**config.mk**
```make
export PLATFORM = sky130hd
export DESIGN_NAME = digit_scan_ctrl
export DESIGN_NICKNAME = d
export VERILOG_FILES = /design/src/rtl/scan_pkg.sv /design/src/rtl/scan_tick_gen.sv /design/src/rtl/digit_scan_ctrl.sv
export SDC_FILE = /design/constraint.sdc
export NUM_CORES = 1
export LEC_CHECK = 0
export CORE_MARGIN = 2
export CORE_UTILIZATION = 25
export CTS_CLUSTER_SIZE = 40
export DETAILED_ROUTE_END_ITERATION = 8
export HOLD_SLACK_MARGIN = 0.02
export SYNTH_ARGS = -nofsm -noshare
export SYNTH_HDL_FRONTEND = slang
export SYNTH_SLANG_ARGS = --single-unit
export TNS_END_PERCENT = 20
```
**constraint.sdc**
```tcl
create_clock -name clk -period 4.1 [get_ports clk]
set_clock_uncertainty 0.2 [all_clocks]
set_input_delay 0.82 -clock clk [delete_from_list [all_inputs] [get_ports clk]]
set_output_delay 0.82 -clock clk [all_outputs]
set_load 0.01 [all_outputs]
```
**src/rtl/scan_pkg.sv**
```systemverilog
// Shared constants and helpers for the multiplexed digit scanner.
package scan_pkg;

    localparam logic [1:0] RATE_x1 = 2'd0;
    localparam logic [1:0] RATE_x2 = 2'd1;
    localparam logic [1:0] RATE_x4 = 2'd2;
    localparam logic [1:0] RATE_x8 = 2'd3;

    localparam logic [3:0] BRIGHT_MAX = 4'd15;

    // Ceiling log2, never less than 1 so derived vectors stay legal.
    function automatic int unsigned clog2(input int unsigned n);
        int unsigned r;
        r = 0;
        while ((32'd1 << r) < n) begin
            r = r + 1;
        end
        if (r == 0) begin
            r = 1;
        end
        return r;
    endfunction

endpackage

```
**src/rtl/scan_tick_gen.sv**
```systemverilog
// Scan-rate prescaler: one-cycle tick every TICK_DIV enabled clocks, synchronous clear.
module scan_tick_gen
    import scan_pkg::*;
#(
    parameter int unsigned TICK_DIV = 15625
) (
    input  logic clk,
    input  logic rst,
    input  logic en,
    input  logic clr,
    output logic tick
);

    localparam int unsigned CW = clog2(TICK_DIV);
    localparam logic [CW-1:0] LAST = CW'(TICK_DIV - 1);

    logic [CW-1:0] cnt_q, cnt_d;

    always_comb begin
        tick  = en && (cnt_q == LAST);
        cnt_d = cnt_q;
        if (clr) begin
            cnt_d = '0;
        end else if (en) begin
            cnt_d = (cnt_q == LAST) ? '0 : cnt_q + CW'(1);
        end
    end

    always_ff @(posedge clk or negedge rst) begin
        if (!rst) begin
            cnt_q <= '0;
        end else begin
            cnt_q <= cnt_d;
        end
    end

endmodule

```
**src/rtl/digit_scan_ctrl.sv**
```systemverilog
// Multiplexed display scanner: steps the active digit, PWM-dims it and blanks
// the anodes briefly after each digit change to suppress ghosting.
module digit_scan_ctrl
    import scan_pkg::*;
#(
    parameter int unsigned NUM_DIG   = 8,
    parameter int unsigned TICK_DIV  = 15625,
    parameter int unsigned BLANK_CYC = 16,
    localparam int unsigned SW       = clog2(NUM_DIG)
) (
    input  logic               clk,
    input  logic               rst,
    input  logic               en,
    input  logic               sync_in,
    input  logic [1:0]         rate_sel,
    input  logic [3:0]         bright,
    output logic [SW-1:0]      sel,
    output logic [NUM_DIG-1:0] an_n,
    output logic               blank,
    output logic               digit_pls,
    output logic               frame_pls
);

    localparam int unsigned BW = clog2(BLANK_CYC + 1);
    localparam logic [BW-1:0] BLANK_END = BW'(BLANK_CYC);
    localparam logic [SW-1:0] SEL_LAST = SW'(NUM_DIG - 1);

    logic               sync_ff1_q, sync_ff2_q, sync_ff3_q, sync_rise;
    logic               tick, dwell_end, advance, lit;
    logic               loaded_q;
    logic [1:0]         rate_q, rate_d;
    logic [2:0]         dwell_q, dwell_d;
    logic [SW-1:0]      sel_q, sel_d;
    logic [3:0]         pwm_q, pwm_d;
    logic [BW-1:0]      blk_q, blk_d;
    logic [NUM_DIG-1:0] an_n_q, an_n_d;
    logic               blank_q, digit_pls_q, frame_pls_q;

    assign sync_rise = sync_ff2_q & ~sync_ff3_q;

    scan_tick_gen #(
        .TICK_DIV(TICK_DIV)
    ) u_tick_gen (
        .clk (clk),
        .rst (rst),
        .en  (en),
        .clr (sync_rise),
        .tick(tick)
    );

    always_comb begin
        rate_d  = rate_q;
        dwell_d = dwell_q;
        sel_d   = sel_q;
        blk_d   = blk_q;
        pwm_d   = en ? pwm_q + 4'd1 : pwm_q;

        dwell_end = ({1'b0, dwell_q} == ((4'd1 << rate_q) - 4'd1));
        advance   = tick && dwell_end && !sync_rise;

        // First clock after reset release picks up the requested rate.
        if (!loaded_q) begin
            rate_d = rate_sel;
        end

        if (sync_rise) begin
            dwell_d = '0;
            sel_d   = '0;
            rate_d  = rate_sel;
        end else if (tick) begin
            if (dwell_end) begin
                dwell_d = '0;
                sel_d   = (sel_q == SEL_LAST) ? '0 : sel_q + SW'(1);
                rate_d  = rate_sel;
            end else begin
                dwell_d = dwell_q + 3'd1;
            end
        end

        if (sync_rise || advance) begin
            blk_d = '0;
        end else if (en && (blk_q < BLANK_END)) begin
            blk_d = blk_q + BW'(1);
        end

        // Anodes are derived from next-state so they switch with sel, never a cycle late.
        lit    = (bright == BRIGHT_MAX) || (pwm_d < bright);
        an_n_d = '1;
        if (en && lit && (blk_d >= BLANK_END)) begin
            an_n_d = ~(NUM_DIG'(1) << sel_d);
        end
    end

    always_ff @(posedge clk or negedge rst) begin
        if (!rst) begin
            sync_ff1_q  <= 1'b0;
            sync_ff2_q  <= 1'b0;
            sync_ff3_q  <= 1'b0;
            loaded_q    <= 1'b0;
            rate_q      <= '0;
            dwell_q     <= '0;
            sel_q       <= '0;
            pwm_q       <= '0;
            blk_q       <= '0;
            an_n_q      <= '1;
            blank_q     <= 1'b1;
            digit_pls_q <= 1'b0;
            frame_pls_q <= 1'b0;
        end else begin
            sync_ff1_q  <= sync_in;
            sync_ff2_q  <= sync_ff1_q;
            sync_ff3_q  <= sync_ff2_q;
            loaded_q    <= 1'b1;
            rate_q      <= rate_d;
            dwell_q     <= dwell_d;
            sel_q       <= sel_d;
            pwm_q       <= pwm_d;
            blk_q       <= blk_d;
            an_n_q      <= an_n_d;
            blank_q     <= &an_n_d;
            digit_pls_q <= advance;
            frame_pls_q <= advance && (sel_d == '0);
        end
    end

    assign sel       = sel_q;
    assign an_n      = an_n_q;
    assign blank     = blank_q;
    assign digit_pls = digit_pls_q;
    assign frame_pls = frame_pls_q;

endmodule
```
==> Yosys cells after proc, flatten, opt, wreduce, memory -nomap -nowiden <==
Index checks and enable logic that the tools add are counted.
{ "totals": {"ff_bits": 46, "input_bits": 10} }
{ "op_classes": {"n_addsub": 6, "magnitude_cmp": 3, "eq_ne": 4, "shifts": 2, "muxes": 18, "n_bitwise": 3, "n_reduce_logical": 14} }
{ "ops": {"columns": ["cell", "n"], "rows": [
  ["14-bit 2-to-1 mux", 3],
  ["3-bit 2-to-1 mux", 7],
  ["14-bit by 1-bit adder with 14-bit output, second input constant", 1],
  ["14-bit == test, second input constant", 1],
  ["5-bit 2-to-1 mux", 2],
  ["2-bit 2-to-1 mux", 4],
  ["8-bit 2-to-1 mux", 1],
  ["8-bit NOT", 1],
  ["8-bit AND reduction", 1],
  ["1-bit by 3-bit << shifter with 8-bit output, first input constant", 1],
  ["1-bit logical AND", 7],
  ["3-bit by 1-bit adder with 3-bit output, second input constant", 2],
  ["5-bit by 1-bit adder with 5-bit output, second input constant", 1],
  ["5-bit >= comparator, second input constant", 1],
  ["5-bit < comparator, second input constant", 1],
  ["4-bit by 1-bit adder with 4-bit output, second input constant", 1],
  ["3-bit by 4-bit == test with 1-bit output", 1],
  ["4-bit == test, second input constant", 1],
  ["4-bit < comparator", 1],
  ["4-bit 2-to-1 mux", 1],
  ["2-bit nonzero test", 2],
  ["1-bit by 2-bit << shifter with 4-bit output, first input constant", 1],
  ["4-bit by 1-bit subtractor with 4-bit output, second input constant", 1],
  ["3-bit == test, second input constant", 1],
  ["5 further kinds", 6]
]} }

==> Logic depth before layout (Yosys ltp) <==
Gate-level depths: netlist (run 1).
{ "logic_depth": {"depth_word": 11, "mapped_depth": 9} }

==> By module <==
A second synthesis (run 1) with hierarchy kept.
{ "unflattened": {"hier_cells": 223, "area_unflattened_um2": 2344.7} }
{ "by_module_without_submodules": {"columns": ["mod", "n_inst", "cells_per_inst", "area_each_um2", "seq_area_each_um2"], "rows": [
  ["digit_scan_ctrl", 1, 136, 1519.0, 812.0],
  ["scan_tick_gen", 1, 87, 825.8, 350.3]
]} }

==> Worst setup path after synthesis (run 1) <==
No wires, ideal clock.
{ "synth_path": {"kind": "input to register", "startpoint": "input en", "endpoint": "register an_n_q[6] (netlist: an_n[6])", "setup_ns": 0.101, "arrival_ns": 2.589, "path_slack_ns": 1.210, "cell_stages": 8, "cell_sequence": "buf_1 > mux2_2 > ha_1 > and3_1 > o211a_1 > a211o_1 > nor3_1 > nand4_1"} }
{ "synth_lines": {"columns": ["item", "line_no", "source"], "rows": [
  ["start, declared", "digit_scan_ctrl.sv:13", "input logic en,"],
  ["4-bit 2-to-1 mux", "digit_scan_ctrl.sv:56", "pwm_d = en ? pwm_q + 4'd1 : pwm_q;"],
  ["via pwm_d[1]", "digit_scan_ctrl.sv:34", "logic [3:0] pwm_q, pwm_d;"],
  ["4-bit < comparator", "digit_scan_ctrl.sv:87", "lit = (bright == BRIGHT_MAX) || (pwm_d < bright);"],
  ["1-bit logical OR", "digit_scan_ctrl.sv:87", null],
  ["1-bit logical AND (2 in a row)", "digit_scan_ctrl.sv:89", "if (en && lit && (blk_d >= BLANK_END)) begin"],
  ["8-bit 2-to-1 mux", "digit_scan_ctrl.sv:89", null],
  ["via an_n_d[6]", "digit_scan_ctrl.sv:36", "logic [NUM_DIG-1:0] an_n_q, an_n_d;"],
  ["end signal, assigned", "digit_scan_ctrl.sv:119", "an_n_q <= an_n_d;"],
  ["end, declared", "digit_scan_ctrl.sv:36", null]
]} }
The timed path passes the listed nets, and every way through them passes these cells.
A chain may end at the register's enable or synchronous reset.

==> Worst setup path after layout (run 1) <==
{ "layout_path": {"startpoint": "input en", "endpoint": "register an_n_q[4] (netlist: an_n[4])"} }
The elaborated chain is that of the path after synthesis.

==> run summary, run 1 <==
The run finished with clean final reports. Across the run, the number of max-cap violations was 0. After technology mapping, the gate count stands at 213.

For this run, design rule violations remaining after detail routing come to 0. After floorplanning, the core was divided into 34 placement rows. For the full die area, the log shows 9920 um^2. After synthesis the netlist holds a flip-flop and latch count of 46.

IR analysis of the VDD net gives a maximum drop of 0.134 mV. The endpoint required time on the critical path came out at 4.11 ns. Counting the buffers created by CTS gives 5. The first TritonRoute pass finished after 4 iterations.

In the post-route analysis, the smallest setup slack over all paths is 1.02 ns. For the leftover overflow at the end of global routing, the log shows 0. Critical path startpoint category: a primary input. The number of port buffers was 23. TritonCTS built the clock tree. The tree is rooted in a clkbuf_8. Start point of the worst min-delay path: sync_ff1_q$_DFF_PN0_.

The count of buffer and inverter cells on the critical path is 1. The post-place instance area is 2630 um^2, and the height of the chip is 99.6 um. The net count of the finished layout is 259. The number of H-tree branching levels was 2. The clock net sink count came out at 46. The number of global-route vias before repair came out at 1669.

No sink is reached through more buffers than the 2 on the longest clock path. The hold violation count in the final report came out at 0. After clock tree synthesis, the clock-pin slew on the worst setup and hold paths is 0.09 ns.

Cells with a size suffix above 1 make up 13.8% of the layout. Setup repair after global routing left no endpoint under its margin. At the pin with the least slew margin, the transition time is 1.06 ns. The worst hold path belongs to the class reg2reg. Summing over every cut layer, the via total after detailed routing is 1680. Relative to the synthesized area, the layout overhead comes to 20.0%. The tools report the wire length reported by the detailed router as 4560 um.

Data arrives at the worst endpoint at 3.09 ns. The worst setup timing slack at the placement stage is 0.688 ns, and the routability congestion estimate is 0.789. In this run the power density over the cells is 404 nW/um^2. The most instantiated library cell after synthesis is dfrtp_1.

The analysis attributes to cell leakage a power of 1.15 nW. The logs give 0 for the count of hold-fix buffers inserted at cts and 25.9% for the initial core utilization. Once the clock tree was built, the setup fixing pass inserted 0 buffers. For the relative slew slack, the log shows 29.0%. The type of the setup path with the least slack was in2reg. On the critical path, the stage with the largest delay is an instance of clkdlybuf4s50_1. Summed over all instances, the cell type with the most area after synthesis is dfrtp_1. The most used flip-flop cell after synthesis is dfrtp_1. 0 antenna diodes ended up in the layout. The number of enable-type register cells in the synthesized netlist is 0. The maximum single-stage delay on the critical path came out at 0.58 ns. The via count normalized by instance count was 4.83.

Of all flip-flops after synthesis, the portion carrying an async set or reset was 100%. The max-slew violation count is 0, and the count of instances resized after the clock tree is built is 0. The wire length of the first global-routing pass is 7940 um. For the initial antenna violation count, the log shows 0. The cell class contributing the biggest share of worst-path delay is compound AO/OA/AOI/OAI gates. In this run the critical register-to-register path is launched from u_tick_gen.cnt_q[2]$_DFFE_PN0P_. The boundary pin count is 24.

Yosys attributes the largest share of cell area to dfrtp_1 41%, dfstp_2 10%, ha_1 5.5%, nor2_1 3.9%, xnor2_1 3.1%. After the first detailed-routing iteration, the DRC count stood at 70. Worst-skew pair later-pin latency: 0.31 ns. Traced cell by cell, the critical path runs through clkdlybuf4s50_1 -> mux2_2 -> ha_1 -> and3_1 -> o211a_1 -> a211o_1 -> nor3_1 -> o21ai_0. The half-perimeter wire length of the detailed placement result came out at 3220 um. Of the available clock period, the critical path in the final layout requires 75.2%.

The die is 99.6 um wide. The maximum fanout encountered on the critical timing path is 6, and the total nets after synthesis is 233. The logs give 8810 um^2 for the core box area and 0 for the number of antenna-violating nets in the routed design. Global-route usage over all layers: 10.2%.

During synthesis, Yosys emitted a total of 0 warnings. The core utilization of the finished layout is 31.1%, and the count of final setup violators is 0. On the final layout, the worst hold slack is 0.157 ns.

The synthesized area per cell works out to 10.7 um^2. The post-synthesis cell type count came out at 49. The finished cells cover 2740 um^2. Ranked by instance count, the synthesized netlist is headed by 37 x dfrtp_1, 24 x nor2_1, 13 x nand3_1. After routing, the total negative slack on setup checks comes to 0 ns. Entering global routing, the biggest net connects 47 pins. Static timing analysis puts the maximum clock frequency at 0.325 GHz.

Top-area cell type share of the netlist area: 40.5%. The worst setup path is captured at a flip-flop. The launching element of the worst setup path is en. The wire length per cell was 13.1 um. The clock period could shrink to 3.08 ns.

After synthesis the cells add up to 2280 um^2. The register area share after synthesis was 50.9%.
## layout make-up
class,instances,area (um^2)
clock buffer,6,72.6
timing repair buffer,24,233
clock inverter,2,37.5
fill,919,6060
sequential,46,1160
multi-input combinational,154,1070
tap,108,135
inverter,8,30.0
## power by group
| group | leakage, nW | internal, W | switching, W |
|---|---|---|---|
| clock | 0.0514 | 0.000182 | 0.000164 |
| sequential | 0.582 | 0.000505 | 0.0000479 |
| combinational | 0.513 | 0.0000988 | 0.000110 |
| total | 1.15 | 0.000785 | 0.000322 |
## cell usage in the layout, fill, tap and decap left out, types with 4 or more instances in the layout
cell,netlist,final
nor2_1,24,24
nand2_1,12,12
xnor2_1,8,8
clkbuf_8,0,5
mux2_2,5,5
a21oi_1,5,5
inv_1,8,8
xor2_1,8,8
o21ai_0,9,9
dfstp_2,9,9
a41oi_1,4,4
nand4_1,10,10
dfrtp_1,37,37
clkdlybuf4s50_1,0,22
nand2b_1,4,4
ha_1,10,10
nand3_1,13,13
## path summary, 6_finish.rpt
kind,to,slack (ns),cells past startpoint
min in group asynchronous,sel[2]$_DFF_PN0_,0.46,1
max in group asynchronous,blk_q[3]$_DFF_PN0_,2.61,1
setup / recovery,an_n[4]$_DFF_PN1_,1.02,8
hold reg to reg,sync_ff2_q$_DFF_PN0_,0.16,0
hold / removal,sync_ff2_q$_DFF_PN0_,0.16,0
setup reg to reg,sel[1]$_DFF_PN0_,1.47,5
## cell families (layout without fill, tap and decap cells)
group / Yosys count / in the layout / synth area share (%)
AOI/OAI and AO/OA: 34 / 34 / 11.0
DFF: 46 / 46 / 50.9
and+or+nand+nor: 85 / 85 / 20.4
buffers and inverters: 13 / 40 / 2.19
adders and majority gates: 10 / 10 / 5.48
other: 1 / 1 / 0.164
muxes: 8 / 8 / 3.78
xor gates and xnor gates: 16 / 16 / 6.13
## worst register-to-register path, cell delays in order, from the launching register on
cell and delay, ns:
dfrtp_1 0.45, or4_4 0.59, nor4_4 0.43, a21boi_4 0.33
mux2_2 0.38, and2_1 0.16
## metrics by stage
| step | cells | power [W] |
|---|---|---|
| 2_1_floorplan | 213 | 0.000711 |
| 3_3_place_gp | 340 | 0.000768 |
| 3_5_place_dp | 340 | 0.000772 |
| 4_1_cts | 348 | 0.00113 |
| 5_1_grt | 348 | 0.00118 |
| 6_report | 348 | 0.00111 |
## state kept, by name, summed over array words and instances, names as in the netlist
register,flops
frame_pls,1
an_n,8
sync_ff3_q,1
sel,3
u_tick_gen.cnt_q,14
dwell_q,3
blk_q,5
loaded_q,1
sync_ff1_q,1
pwm_q,4
digit_pls,1
rate_q,2
sync_ff2_q,1
blank,1
## layer usage
layer	global-route usage [%]	vias to the layer above	part of all wire (%)
li1	-	810	-
met1	13.3	832	49
met2	15.5	34	46
met3	2.60	4	4.5
met4	5.48	0	1.2
met5	0	-	0
No activity file was read; power rests on OpenSTA's default activity.
==> inputs of run 2 (changes only) <==
clock period = 2.95 ns   (was 4.1 ns; I/O delays follow)
==> run summary, run 2 (synthesis gave the netlist of run 1 again) <==
TritonCTS buffer count: 5 (unchanged). Maximum vdd ir drop: 0.191 mV (+42%). The final-layout fill cell count is 876 (-4.7%).

The height of the chip is 99.6 um (unchanged). The type of the most critical hold path is reg2reg. The tools report the worst-skew pair later-pin latency as 0.30 ns (about the same).

The kind of capture point of the worst setup path is a flip-flop. Routability congestion estimate: 0.813 (+3.0%). The tools report the number of H-tree branching levels as 2 (unchanged). The critical path goes through clkdlybuf4s50_1 -> mux2_2 -> ha_1 -> and3_1 -> o211a_1 -> a211o_1 -> nor3_1 -> nand4_1.

The core box area was 8810 um^2 (unchanged). The final critical-path setup slack was 0.166 ns (-0.853 ns). Setup repair after global routing left no endpoint under its margin. The boundary pin count was 24 (unchanged); the initial core utilization was 25.9% (unchanged).

The tools report the count of hold-fix buffers inserted at cts as 1 (+1). By startpoint and endpoint, the worst setup path is classified as in2reg. The logs give 34 (unchanged) for the number of placement rows and 0 (unchanged) for the hold violation count in the final report. The leftover overflow at the end of global routing is 0 (unchanged). In this design, the largest share of critical-path delay is due to simple AND/OR/NAND/NOR gates. The count of instances resized after the clock tree is built came out at 0 (unchanged). The number of global-route vias before repair is 1789 (+7.2%). In the layout the commonest cells are 37 x dfrtp_1, 24 x nor2_1, 22 x clkdlybuf4s50_1. The initial antenna violation count was 0 (unchanged); the wire length reported by the detailed router was 4710 um (+3.3%).

The layout overhead on the synthesized area is 24.5%. The tools report the number of buffers between clock root and the deepest sink as 2 (unchanged). The flip-flop count of the largest register, all copies and words added was 14 (unchanged).

The flow ran to the end, and the final reports show no timing, DRC or antenna violations. The number of antenna-violating nets in the routed design is 0 (unchanged), and the via count normalized by instance count is 4.72 (-2.2%). The tools report the clock tree root buffer cell as clkbuf_8. The arrival time at the worst endpoint came out at 2.79 ns (-0.30 ns).

The endpoint required time on the critical path was 2.95 ns (-1.16 ns). STA classifies the critical path startpoint as a primary input. The library cell used most frequently in the layout, excluding fill and tap cells, is dfrtp_1. The number of detailed-routing iterations run before antenna repair was 4 (unchanged); the transition time at the pin with the least slew margin was 0.534 ns (-0.528 ns). The tools report the global-route usage over all layers as 10.7% (+0.48 points).

The logs give 0 (unchanged) for the count of final setup violators and 0 (unchanged) for the max-slew violation count. Total of max-cap violations: 0 (unchanged). The logs give 0 (unchanged) for the final routed DRC violation total and 0.359 GHz for the top achievable clock speed. The maximum fanout encountered on the critical timing path is 5 (-1). u_tick_gen.cnt_q holds more flip-flops than any other register. The first-iteration detailed-routing DRC count was 112 (+60%); the minimum period implied by the final worst setup slack was 2.78 ns. The clock transition at the registers of the reported paths was 0.09 ns (about the same). Number of port buffers: 23 (unchanged). The tools report the relative slew slack as 64.0% (+35 points).

Largest net degree at the start of global routing: 21 (-55%). The number of placed instances with taps included was 350 (+2.9%). The tools report the half-perimeter wire length of the detailed placement result as 3520 um (+9.3%).

The logs give 0 (unchanged) for the antenna diode count and -0.169 ns (-0.858 ns) for the worst setup timing slack at the placement stage. The cell area power density is 558 nW/um^2 (+38%). The slowest stage of the critical path belongs to the cell clkdlybuf4s50_1. The run gives 9920 um^2 (unchanged) as the full die area.

The wire length per cell works out to 13.1 um (+0.12%). The leakage component of the power was 1.21 nW (+5.8%); the overall via count from detail_route was 1695 (+0.89%). The run gives 46 (unchanged) as the clock net sink count. The count of placed standard cells in the final layout, fillers left out came out at 359 (+3.2%).

The count of buffer and inverter cells on the critical path is 1 (unchanged), and the number of nets at the end of the flow is 270 (+4.2%). The wire length of the first global-routing pass is 8470 um (+6.6%). Post-CTS setup repair buffer count: 0 (unchanged). The final critical path takes up 94.4% of the cycle. TritonCTS built the clock tree. The maximum single-stage delay on the critical path is 0.56 ns (-0.02 ns).

The layout cell share with drive strength beyond 1 works out to 17.5% (+3.8 points). The x dimension of the die was 99.6 um (unchanged).
[run 2: cell count changes in the layout (fill, tap and decap cells not counted), sizes merged]
cell / before / now
buf: 2 / 12
dlygate4sd3: 0 / 1
bufinv: 1 / 0
clkinv: 0 / 1
clkinvlp: 1 / 0
clkbuf: 6 / 7
[run 2: area by class of cell]
| cell class | instances | area, um^2 | area share (%) |
|---|---|---|---|
| clock inverters | 1 | 8.76 | 0.308 |
| well taps | 108 | 135 | 4.75 |
| repair buffers | 35 | 318 | 11.2 |
| multi-input cells | 154 | 1070 | 37.7 |
| inverters | 8 | 30.0 | 1.06 |
| flip-flops and latches | 46 | 1160 | 40.9 |
| clock buffers | 7 | 119 | 4.18 |
[run 2: worst paths after layout]
kind,startpoint,to,slack (ns),cells after the start
worst max register to register,pwm_q[0]$_DFF_PN0_,an_n[6]$_DFF_PN1_,0.37,8
worst min-delay path,sync_ff1_q$_DFF_PN0_,sync_ff2_q$_DFF_PN0_,0.15,0
min in group asynchronous,rst,sel[1]$_DFF_PN0_,0.47,2
worst max-delay path,en,an_n[6]$_DFF_PN1_,0.17,8
max in group asynchronous,rst,blank$_DFF_PN1_,1.49,3
worst min register to register,sync_ff1_q$_DFF_PN0_,sync_ff2_q$_DFF_PN0_,0.15,0
[run 2: per-stage QoR]
| step | power, W | hold slack, ns | util (%) | instance area [um^2] | TNS, ns |
|---|---|---|---|---|---|
| after floorplan | 0.000988 | 0.0944 | - | 2280 | 0 |
| after global placement | 0.00109 | 0.134 | 30.7 | 2710 | -0.337 |
| after detailed placement | 0.00111 | 0.135 | 30.7 | 2710 | -0.726 |
| after CTS | 0.00161 | 0.155 | 32.3 | 2850 | 0 |
| after global routing | 0.00170 | 0.164 | 32.3 | 2850 | 0 |
| final | 0.00159 | 0.154 | 32.3 | 2850 | 0 |
[run 2: metal layers]
| metal | global-route usage [%] | vias up | wire [um] |
|---|---|---|---|
| li1 | - | 833 | - |
| met1 | 13.3 | 817 | 2200 |
| met2 | 17.6 | 39 | 2240 |
| met3 | 3.23 | 6 | 211 |
| met4 | 3.48 | 0 | 63 |
| met5 | 0 | - | 0 |
[run 2: power by group]
part	internal, W	switching, W
Clock	0.000271	0.000220
Combinational	0.000158	0.000168
Sequential	0.000701	0.0000697
